### config.mk
export PLATFORM = sky130hd
export DESIGN_NAME = qosc_core_param
export DESIGN_NICKNAME = d
export VERILOG_FILES = /design/src/rtl/qosc_pkg.sv /design/src/rtl/qosc_core_param_mac.sv /design/src/rtl/qosc_core_param.sv
export SDC_FILE = /design/constraint.sdc
export NUM_CORES = 1
export LEC_CHECK = 0
export ABC_AREA = 1
export CELL_PAD_IN_SITES_DETAIL_PLACEMENT = 1
export CELL_PAD_IN_SITES_GLOBAL_PLACEMENT = 1
export CORE_MARGIN = 1
export CORE_UTILIZATION = 38
export CTS_BUF_LIST = sky130_fd_sc_hd__clkbuf_4
export CTS_CLUSTER_SIZE = 10
export DETAILED_ROUTE_END_ITERATION = 10
export GPL_TIMING_DRIVEN = 1
export PLACE_DENSITY = 0.71
export REMOVE_ABC_BUFFERS = 1
export SLEW_MARGIN = 15
export SYNTH_ARGS = -nofsm -noshare
export SYNTH_HDL_FRONTEND = slang
export SYNTH_SLANG_ARGS = --single-unit
### constraint.sdc
create_clock -name clk -period 8.5 [get_ports clk]
set_clock_uncertainty 0.1 [all_clocks]
set_input_delay 0.85 -clock clk [delete_from_list [all_inputs] [get_ports clk]]
set_output_delay 0.85 -clock clk [all_outputs]
set_load 0.1 [all_outputs]
### src/rtl/qosc_pkg.sv
// Shared types and arithmetic helpers for the quadrature oscillator core:
// FSM state encoding, config register addresses, rounding and saturation.
package qosc_pkg;

    typedef enum logic [3:0] {
        S_IDLE, S_M0, S_M1, S_M2, S_M3, S_WB, S_E0, S_E1, S_ADJ
    } qosc_state_t;

    localparam logic [2:0] CFG_RE_COEFF = 3'd0;
    localparam logic [2:0] CFG_IM_COEFF = 3'd1;
    localparam logic [2:0] CFG_POWER    = 3'd2;
    localparam logic [2:0] CFG_RE_INIT  = 3'd3;
    localparam logic [2:0] CFG_IM_INIT  = 3'd4;

    // Round-half-up of a Q2.(2w-2) product back to Q1.(w-1).
    function automatic logic signed [31:0] round_q(input logic signed [31:0] x, input int w);
        return (x + (32'sd1 <<< (w - 2))) >>> (w - 1);
    endfunction

    function automatic logic signed [31:0] sat_q(input logic signed [31:0] x, input int w);
        logic signed [31:0] hi, lo;
        hi = (32'sd1 <<< (w - 1)) - 32'sd1;
        lo = -(32'sd1 <<< (w - 1));
        if (x > hi) return hi;
        if (x < lo) return lo;
        return x;
    endfunction

endpackage

### src/rtl/qosc_core_param_mac.sv
// Single shared signed multiplier with two result accumulators; the FSM state
// selects the operand pair and whether the product loads, adds or subtracts.
module qosc_mac
    import qosc_pkg::*;
#(
    parameter int W = 8
) (
    input  logic                  clk,
    input  logic                  rst_n,
    input  qosc_state_t           state,
    input  logic signed [W-1:0]   re,
    input  logic signed [W-1:0]   im,
    input  logic signed [W-1:0]   cre,
    input  logic signed [W-1:0]   cim,
    output logic signed [2*W:0]   acc_a,
    output logic signed [2*W:0]   acc_b
);

    logic signed [W-1:0]   op_x, op_y;
    logic signed [2*W-1:0] prod;
    logic signed [2*W:0]   prod_x;

    always_comb begin
        op_x = re;
        op_y = cre;
        case (state)
            S_M1:    begin op_x = im; op_y = cim; end
            S_M2:    begin op_x = re; op_y = cim; end
            S_M3:    begin op_x = im; op_y = cre; end
            S_E0:    begin op_x = re; op_y = re;  end
            S_E1:    begin op_x = im; op_y = im;  end
            default: begin op_x = re; op_y = cre; end
        endcase
    end

    assign prod   = op_x * op_y;
    assign prod_x = {prod[2*W-1], prod};

    // acc_a carries the real part (later the energy), acc_b the imaginary part
    always_ff @(posedge clk or negedge rst_n) begin
        if (!rst_n) begin
            acc_a <= '0;
            acc_b <= '0;
        end else begin
            case (state)
                S_M0:    acc_a <= prod_x;
                S_M1:    acc_a <= acc_a - prod_x;
                S_M2:    acc_b <= prod_x;
                S_M3:    acc_b <= acc_b + prod_x;
                S_E0:    acc_a <= prod_x;
                S_E1:    acc_a <= acc_a + prod_x;
                default: ;
            endcase
        end
    end

endmodule

### src/rtl/qosc_core_param.sv
// Quadrature oscillator core: rotates (re,im) by a shadowed coefficient pair per tick.
// Optional amplitude control is enabled by defining QOSC_AGC_EN.
module qosc_core_param
    import qosc_pkg::*;
#(
    parameter int           W            = 8,
    parameter logic [W-1:0] RE_COEFF_RST = 8'h7d,
    parameter logic [W-1:0] IM_COEFF_RST = 8'h1b,
    parameter logic [W-1:0] POWER_RST    = 8'h40,
    parameter logic [W-1:0] RE_INIT_RST  = 8'h20,
    parameter logic [W-1:0] IM_INIT_RST  = 8'h00,
    parameter int           AGC_SHIFT    = 3
) (
    input  logic         clk,
    input  logic         rst_n,
    input  logic         tick_i,
    input  logic         load,
    input  logic         cfg_valid,
    output logic         cfg_ready,
    input  logic [2:0]   cfg_addr,
    input  logic [W-1:0] cfg_data,
    output logic [W-1:0] accu_re,
    output logic [W-1:0] accu_im,
    output logic         out_valid,
    output logic         busy,
    output logic         overrun
);

    qosc_state_t         state;
    logic [W-1:0]        re_coeff, im_coeff, power, re_init, im_init;
    logic [W-1:0]        cre_sh, cim_sh;
    logic signed [W-1:0] mac_re, mac_im;
    logic signed [2*W:0] acc_a, acc_b;
    logic signed [W-1:0] wb_re, wb_im;

    assign cfg_ready = ~load;
    assign busy      = (state != S_IDLE);

    assign wb_re = W'(sat_q(round_q(32'(acc_a), W), W));
    assign wb_im = W'(sat_q(round_q(32'(acc_b), W), W));

`ifdef QOSC_AGC_EN
    logic signed [W-1:0] n_re, n_im, adj_re, adj_im;
    logic signed [31:0]  e_q, p_q;
    logic                e_lo, e_hi;

    function automatic logic [W-1:0] agc_step(input logic signed [W-1:0] x,
                                              input logic up, input logic dn);
        logic signed [31:0] xe, d;
        xe = 32'(x);
        d  = xe >>> AGC_SHIFT;
        if (up)      xe = xe + d;
        else if (dn) xe = xe - d;
        return W'(sat_q(xe, W));
    endfunction

    // acc_a holds re'^2 + im'^2 (never negative) while in ADJ
    assign e_q    = 32'(acc_a) >>> (W - 2);
    assign p_q    = 32'(power);
    assign e_lo   = (e_q < p_q);
    assign e_hi   = (e_q > p_q);
    assign adj_re = agc_step(n_re, e_lo, e_hi);
    assign adj_im = agc_step(n_im, e_lo, e_hi);
    assign mac_re = (state == S_E0 || state == S_E1) ? n_re : accu_re;
    assign mac_im = (state == S_E0 || state == S_E1) ? n_im : accu_im;
`else
    logic unused_power;
    assign unused_power = ^power;
    assign mac_re = accu_re;
    assign mac_im = accu_im;
`endif

    qosc_mac #(.W(W)) u_mac (
        .clk   (clk),
        .rst_n (rst_n),
        .state (state),
        .re    (mac_re),
        .im    (mac_im),
        .cre   (cre_sh),
        .cim   (cim_sh),
        .acc_a (acc_a),
        .acc_b (acc_b)
    );

    always_ff @(posedge clk or negedge rst_n) begin
        if (!rst_n) begin
            state     <= S_IDLE;
            re_coeff  <= RE_COEFF_RST;
            im_coeff  <= IM_COEFF_RST;
            power     <= POWER_RST;
            re_init   <= RE_INIT_RST;
            im_init   <= IM_INIT_RST;
            cre_sh    <= RE_COEFF_RST;
            cim_sh    <= IM_COEFF_RST;
            accu_re   <= RE_INIT_RST;
            accu_im   <= IM_INIT_RST;
            out_valid <= 1'b0;
            overrun   <= 1'b0;
`ifdef QOSC_AGC_EN
            n_re      <= '0;
            n_im      <= '0;
`endif
        end else begin
            out_valid <= 1'b0;
            if (cfg_valid && cfg_ready) begin
                case (cfg_addr)
                    CFG_RE_COEFF: re_coeff <= cfg_data;
                    CFG_IM_COEFF: im_coeff <= cfg_data;
                    CFG_POWER:    power    <= cfg_data;
                    CFG_RE_INIT:  re_init  <= cfg_data;
                    CFG_IM_INIT:  im_init  <= cfg_data;
                    default: ;
                endcase
            end
            if (load) begin
                state   <= S_IDLE;
                accu_re <= re_init;
                accu_im <= im_init;
                overrun <= 1'b0;
            end else begin
                if (tick_i && state != S_IDLE) overrun <= 1'b1;
                case (state)
                    S_IDLE: if (tick_i) begin
                        // shadows take the pre-write value if a cfg write lands this cycle
                        cre_sh <= re_coeff;
                        cim_sh <= im_coeff;
                        state  <= S_M0;
                    end
                    S_M0: state <= S_M1;
                    S_M1: state <= S_M2;
                    S_M2: state <= S_M3;
                    S_M3: state <= S_WB;
`ifdef QOSC_AGC_EN
                    S_WB: begin
                        n_re  <= wb_re;
                        n_im  <= wb_im;
                        state <= S_E0;
                    end
                    S_E0: state <= S_E1;
                    S_E1: state <= S_ADJ;
                    S_ADJ: begin
                        accu_re   <= adj_re;
                        accu_im   <= adj_im;
                        out_valid <= 1'b1;
                        state     <= S_IDLE;
                    end
`else
                    S_WB: begin
                        accu_re   <= wb_re;
                        accu_im   <= wb_im;
                        out_valid <= 1'b1;
                        state     <= S_IDLE;
                    end
`endif
                    default: state <= S_IDLE;
                endcase
            end
        end
    end

endmodule
* After elaboration in Yosys (flattened, before gate mapping) *
Cells that the tools add are included.

storage, ports and cells
  register bits after elaboration = 104
  bits of input ports = 16
  logic and storage cells = 81

operators by class
  add/subtract/negate cells = 5
  $mul = 1
  $lt $le $gt $ge = 4
  equal/unequal tests = 11
  muxes and demuxes = 29
  bitwise operators = 1
  reductions and logical operators = 17

operators with widths
  operator               number
  $mux 8                 13
  $pmux 17 s3            1
  $add 17x8->18 const B  2
  $add 17x16->17         2
  $pmux 17 s2            1
  $pmux 8 s3             1
  $gt 11x8->1 const B    2
  $lt 11x8->1 const B    2
  $pmux 4 s5             1
  $sub 17x16->17         1
  $eq 4x3->1 const B     4
  $mul 8x8->16           1
  $mux 1                 10
  $eq 4x2->1 const B     2
  $mux 4                 2
  $reduce_and 2->1       4
  $reduce_bool 2->1      3
  $eq 4x1->1 const B     1
  $logic_not 4->1        1
  $reduce_bool 4->1      1
  $reduce_or 2->1        2
  $eq 3x1->1 const B     1
  $eq 3x2->1 const B     1
  $eq 3x3->1 const B     1
  7 further kinds        8

* Depth between registers and ports, before layout *
Gate-level depths: netlist of the first run.

  word-level depth = 8
  depth in mapped cells = 41
  gate-level depth less buffers = 40

* By module *
Synthesis of the first run repeated with hierarchy kept, for this count alone.

unflattened totals
  cells, all modules = 1,298
  area, all modules = 9,741.8 um2

modules (own cells, without submodules)
  module           times used  cells an instance  area an instance (um2)
  qosc_mac         1           912                6,341.1
  qosc_core_param  1           386                3,400.8

* Least setup slack after synthesis of the first run *
OpenSTA, ideal clock, no wires.

  kind = register to register
  start = reg state[1]
  end = reg u_mac.acc_a[14]
  library setup time = 0.139 ns
  arrival time = 6.568 ns
  data required time = 8.261 ns
  setup slack = 1.693 ns
  stages on the path, launching flop included = 37
  period minus slack after synthesis = 6.807 ns
  cells stage by stage = dfrtp_1 -> buf_4 -> nor2_1 -> nand2_1 -> nand2_4 -> buf_2 -> nand2_1 -> o21ai_0 -> inv_1 -> or2_2 -> fa_1 -> fa_1 -> inv_1 -> fa_1 -> inv_1 -> fa_1 -> inv_1 -> ha_1 -> a21oi_1 -> nand2_1 -> nand2_1 -> nand2_1 -> nor2_1 -> nand4_2 -> nand2_1 -> xor2_1 -> inv_1 -> ha_1 -> nand2_1 -> nor3_1 -> nand3_1 -> nand3_1 -> nand2_1 -> o21ai_0 -> nand2_1 -> nand2_1 -> o221ai_1

on the way
  cells in the longest elaborated chain, start to end = 6
  elaborated cells between the ends (all ways) = 16
  those cells by class = add/sub (2); mul (1); eq/ne (6); mux (3); reduce/logical (4)

RTL lines
  item                                                                 line                                                  source
  from (decl)                                                          qosc_core_param.sv:29                                 qosc_state_t state;
  from (signal assigned)                                               qosc_core_param.sv:87                                 state <= S_IDLE;
  from (signal assigned)                                               qosc_core_param.sv:116                                state <= S_IDLE;
  from (signal assigned)                                               qosc_core_param.sv:127                                state <= S_M0;
  $eq 4x2->1 (tied with other cells)                                   qosc_core_param_mac.sv:26, qosc_core_param_mac.sv:45
  $reduce_or 2->1 (no source line) or $reduce_or 3->1 (tied branches)  -
  $pmux 8 s3 or $mux 8 (tied branches)                                 qosc_core_param_mac.sv:26                             case (state)
  $mul 8x8->16                                                         qosc_core_param_mac.sv:36                             assign prod = op_x * op_y;
  $add 17x16->17 or $sub 17x16->17 (tied branches)                     qosc_core_param_mac.sv:51, qosc_core_param_mac.sv:47
  $pmux 17 s3                                                          qosc_core_param_mac.sv:45                             case (state)
  to (signal assigned)                                                 qosc_core_param_mac.sv:46                             S_M0: acc_a <= prod_x;
  to (signal assigned)                                                 qosc_core_param_mac.sv:47                             S_M1: acc_a <= acc_a - prod_x;
  to (signal assigned)                                                 qosc_core_param_mac.sv:51                             S_E1: acc_a <= acc_a + prod_x;
  to (decl)                                                            qosc_core_param_mac.sv:15                             output logic signed [2*W:0] acc_a,

Parallel ways exist; a longest one is shown, timed or not.
A chain may end at the register's enable or synchronous reset.

* Final worst setup path of the first run *
Ends and elaborated chain as after synthesis.

==> results of run 1 <==
worst reg2reg max path, delay by kind of cell, from the launching register on:
kind            cells  cell delay [ps]
fa+ha+maj           6             2810
buf+inv             5              520
flops               1              540
simple gates       16             2480
compound gates      5             1100
xor+xnor            1              150
logic make-up (layout without fill, tap and decap cells):
kind of cell / Yosys count / after routing / share of synthesized area [%]
other: 0 / 1 / 0
multiplexers: 15 / 15 / 1.80
flip-flops: 103 / 103 / 27.7
AO/OA/AOI/OAI: 226 / 226 / 14.4
AND/OR/NAND/NOR: 500 / 500 / 22.4
XOR/XNOR: 36 / 36 / 3.35
adder cells (fa/ha/maj): 122 / 122 / 20.8
buffers and inverters: 239 / 283 / 9.62
how the worst max path moves through the flow:
stage,end,from
2_1_floorplan,u_mac.acc_a[14],state[1]
6_report,u_mac.acc_a[14],state[1]
5_1_grt,u_mac.acc_a[14],state[1]
3_3_place_gp,u_mac.acc_a[14],state[1]
4_1_cts,u_mac.acc_a[14],state[1]
3_5_place_dp,u_mac.acc_a[14],state[1]
per-layer routing:
metal / part of all wire (%) / wire, um / up-vias
li1: - / - / 4102
met1: 49 / 14300 / 4158
met2: 46 / 13600 / 120
met3: 2.9 / 848 / 30
met4: 2.1 / 628 / 0
met5: 0 / 0 / -
metrics by stage:
step / worst slack (ps) / area (um2) / hold slack (ps) / utilization, % / cells
global placement: 505 / 10200 / 364 / 41.8 / 1592
finish: 716 / 10300 / 248 / 42.4 / 1610
CTS: 380 / 10300 / 264 / 42.4 / 1608
global route: 163 / 10300 / 298 / 42.4 / 1610
detailed placement: 365 / 10200 / 373 / 41.8 / 1592
floorplan: 1690 / 9340 / 349 / - / 1224
sequential cells by signal, summed over array words and instances, names as in the netlist:
name and flops:
out_valid 1, overrun 1, im_init 8, u_mac.acc_b 17, u_mac.acc_a 17, accu_re 8, re_init 8, cim_sh 8
re_coeff 8, im_coeff 8, state 3, accu_im 8, cre_sh 8
synthesized netlist by cell type (all sizes together), types with 11 or more instances:
master | number | area (um2)
a21oi | 56 | 303
clkbuf | 15 | 56.3
dfrtp | 81 | 2030
dfstp | 22 | 578
fa | 57 | 1140
ha | 65 | 813
inv | 221 | 832
mux2 | 15 | 169
nand2 | 283 | 1070
nand3 | 58 | 290
nand4 | 12 | 81.3
nor2 | 114 | 454
nor3 | 11 | 55.1
o211ai | 12 | 90.1
o21ai | 100 | 504
o221ai | 15 | 131
xor2 | 28 | 245
cell usage in the layout, fill, tap and decap left out, types with 11 or more instances in the layout:
cell type	count
nand2_1	281
inv_1	218
nor2_1	109
o21ai_0	92
dfrtp_1	80
ha_1	65
nand3_1	58
fa_1	57
a21oi_1	54
clkdlybuf4s50_1	34
xor2_1	28
dfstp_2	22
o221ai_1	15
mux2_2	15
o211ai_1	12
nor3_1	11
nand4_1	11
buf_4	11
cell type report:
class	instances	area (um2)
Multi-Input combinational cell	899	5890
Fill cell	3081	14000
Timing Repair Buffer	45	423
Clock buffer	9	67.6
Sequential cell	103	2610
Tap cell	324	405
Inverter	222	836
Antenna cell	1	2.50
Clock inverter	7	86.3
what timing repair did:
action | 4_1_cts | 5_1_grt
buffers inserted | 0 | 1
endpoints found under the setup margin | 0 | 3
resized for setup | 0 | 3
==> impl_metrics.yaml, run 1 <==
critical_path:
  cp_top_family: "adder cells"
  reg2reg_depth: 33
  r2r_slack_ps: 720
  path_class: "flop to flop"
  critPathRequiredTime_ps: 8800
  end_kind: "flop"
  cp_slowest_cell: "dfrtp_2"
  crit_arrival_ps: 8090
  cp_num_buf_inv: 5
  start_kind: "flop"
  reg2reg_from: "state[1]"
  cpMostUsedCell: "nand2_1"
  worstPathMaxFanout: 15
  slowest_delay_ps: 540
  path_depth: 33
  reg2reg_to: "u_mac.acc_a[14]"
global_route:
  grt_overflow_total: 0
  grt_first_pass_wirelength_um: 47200
  globalRouteMet2Util_pct: 38.6
  antenna_found_initial: 1
  grt_pass1_vias: 8715
  grt_usage_pct: 23.8
  top_usage_layer: "met2"
  use_met1_pct: 33.8
  grt_max_degree: 56
  grt_use_met3_pct: 1.82
sta:
  finalSetupViolCount: 0
  setup-tns-final_ps: 0
  post-route-period-util_pct: 91.6
  rsz0062_at_grt: "no"
  max_freq_mhz: 128
  max_slew_margin_pct: 34.3
  worstMarginPinSlew_ps: 983
  slew_viol_final: 0
  hold_violations: 0
  min_period_ps: 7780
status:
  outcome: "completed"
floorplan:
  rows: 57
  coreArea_mm2: 0.0243
  die_w_um: 159
  die_area_mm2: 0.0254
  die_h_um: 159
  top_level_ports: 36
  initial_core_util_pct: 38.7
detailed_routing:
  drtPass1Iterations: 8
  drt_iter0_drc: 446
  routed_wirelength_um: 29400
  vias_per_cell: 5.22
  wl_per_cell_um: 18.2
  vias: 8410
  drc: 0
  ant_nets: 0
clock_network:
  cts_buffers: 9
  ctsHoldBuffers: 0
  cts_buffer_depth: 2
  clk_latency_ps: 510
  cts_root_buf: "clkbuf_4"
  htreeDepth: 3
  cts_tree: "yes"
  path_clk_slew_ps: 210
  cts.sinks: 103
flow_run:
  max_cap_viol_count: 0
synthesis:
  yosys_warnings: 0
  syn_inst: 1241
  synth_edf_count: 0
  synth.avg_cell_area_um2: 7.58
  ys_dominant_reg_cell: "dfrtp_1"
  ys_types: 50
  synth-async-reset-ratio_pct: 100
  ys_seq_elements: 103
  syn-cell-area_mm2: 0.00940
  ys_seq_area_share_pct: 27.7
final_layout:
  drive_above_1_share_pct: 7.08
  area_delta_synth_final_pct: 9.75
  nets: 1418
placed_design:
  hpwl_um: 24200
  gp_congestion: 0.889
  io_buffers: 35
worst_hold_path:
  hold_path.class: "input port to async pin"
Power of run 1 is not shown: default switching activity piles up to over one toggle a cycle in this logic, so the estimate is an artifact.
==> run 2: changes to the inputs <==
Settings changed: CTS_BUF_LIST sky130_fd_sc_hd__clkbuf_4 to sky130_fd_sc_hd__clkbuf_4 sky130_fd_sc_hd__clkbuf_8.
Clock period 8.5 ns to 7.9 ns, I/O delays scaled along.
==> run 2 against run 1 <==
  * Count of clock-buffer cells in the layout did not move
  * Critical path depth rose by 1
  * Sequential share of layout area fell by 0.33 points
  * Worst hold slack improved by 45 ps
  * First-iteration DRC count rose by 23%
  * Fmax rose by 7.6%
  * Cell count rose by 0.50%
  * Die area did not move
  * Largest cell class unchanged
==> impl_metrics.yaml, run 2 (synthesis gave the netlist of run 1 again) <==
status:
  outcome: "completed"
critical_path:
  cpMostUsedCell: "nand2_1"
  crit_arrival_ps: 7400
  worstPathMaxFanout: 16
  end_kind: "flop"
  critPathRequiredTime_ps: 8060
  slowest_delay_ps: 540
  path_class: "flop to flop"
  cp_slowest_cell: "fa_1"
  reg2reg_from: "state[1]"
  start_kind: "flop"
  reg2reg_depth: 34
  r2r_slack_ps: 660
  reg2reg_to: "u_mac.acc_a[14]"
detailed_routing:
  drtPass1Iterations: 4
  vias: 8555
  routed_wirelength_um: 29600
  met2_length_um: 13700
  wl_met3_um: 672
  m1WireLength_um: 14600
  highest_layer: "met4"
  drc: 0
  ant_nets: 0
  vias_per_cell: 5.29
  wl_per_cell_um: 18.3
  drt_iter0_drc: 550
clock_network:
  cts_buffer_depth: 2
  clk_latency_ps: 400
  cts_buffers: 9
  htreeDepth: 3
  path_clk_slew_ps: 130
  cts.sinks: 103
  cts_tree: "yes"
  cts_root_buf: "clkbuf_8"
sta:
  rsz0062_at_grt: "no"
  max_freq_mhz: 138
  worstMarginPinSlew_ps: 993
  slew_viol_final: 0
  setup-tns-final_ps: 0
  post-route-period-util_pct: 91.6
  hold_violations: 0
  max_slew_margin_pct: 33.6
  min_period_ps: 7240
  finalSetupViolCount: 0
floorplan:
  die_area_mm2: 0.0254
  die_h_um: 159
  die_w_um: 159
  coreArea_mm2: 0.0243
  rows: 57
  initial_core_util_pct: 38.7
  top_level_ports: 36
global_route:
  grt_first_pass_wirelength_um: 48600
  grt_max_degree: 62
  grt_usage_pct: 24.3
  grt_overflow_total: 0
  grt_pass1_vias: 8981
  antenna_found_initial: 0
placed_design:
  place_area_mm2: 0.0102
  io_buffers: 35
  gp_congestion: 0.973
  hpwl_um: 24400
final_layout:
  fillers: 3040
  antenna_cells: 0
  final_util_pct: 43.0
  layout_common_cells: "281 x nand2_1, 218 x inv_1, 108 x nor2_1, 91 x o21ai_0, 78 x dfrtp_1"
  nets: 1427
  final_cell_area_mm2: 0.0105
  area_delta_synth_final_pct: 11.3
  top_regs: "u_mac.acc_a (17), u_mac.acc_b (17)"
  final_common_cell: "nand2_1"
  drive_above_1_share_pct: 8.19
flow_run:
  max_cap_viol_count: 0
worst_hold_path:
  hold_path.class: "input port to async pin"
## run 2: cell types whose count changed in the layout (fill, tap and decap cells not counted), sizes merged
| cell | delta |
|---|---|
| buf | +9 |
| clkinv | -1 |
| diode | -1 |
| inv | +1 |
## run 2: timing repair
action                                 in CTS  in global routing
hold buffers                                0                  0
resized for setup                           0                 10
endpoints found under the hold margin       0                  0
setup endpoints to repair                   0                  7
buffers inserted                            0                  2
## run 2: worst max path at each step
stage                     slack [ps]  depth (start not counted)  startpoint              end
after global routing              40                         33    state[1]  u_mac.acc_a[12]
after CTS                        270                         34    state[1]  u_mac.acc_a[14]
after floorplan                 1090                         34    state[1]  u_mac.acc_a[14]
after detailed placement         320                         34    state[1]  u_mac.acc_a[14]
final                            660                         34    state[1]  u_mac.acc_a[14]
after global placement           620                         34    state[1]  u_mac.acc_a[16]
## run 2: critical path, delay by kind of cell (launching register included)
| kind | cells | cell delay (ps) |
|---|---|---|
| buffers and inverters | 6 | 520 |
| DFF | 1 | 480 |
| AOI/OAI and AO/OA | 5 | 890 |
| xor gates and xnor gates | 1 | 140 |
| and+or+nand+nor | 16 | 2170 |
| adders and majority gates | 6 | 2810 |
## run 2: routing by layer
metal | vias up | track usage, %
met1 | 4293 | 34.7
li1 | 4116 | -
met2 | 115 | 39.8
met5 | - | 0
met3 | 31 | 1.56
met4 | 0 | 6.86
## run 2: per-stage QoR
stage	hold WS [ps]	cells	setup WS (ps)
5_1_grt	323	1618	41.6
6_report	293	1618	664
2_1_floorplan	349	1224	1090
3_5_place_dp	369	1600	316
3_3_place_gp	364	1600	617
4_1_cts	309	1616	267
## run 2: layout make-up
class | instances | area (um2) | share of cell area [%]
Multi-Input combinational cell | 899 | 5910 | 56.4
Sequential cell | 103 | 2610 | 24.9
Inverter | 222 | 836 | 7.99
Timing Repair Buffer | 54 | 490 | 4.69
Tap cell | 324 | 405 | 3.87
Clock buffer | 9 | 124 | 1.18
Clock inverter | 7 | 93.8 | 0.897
Power of run 2 is left out for the same reason.
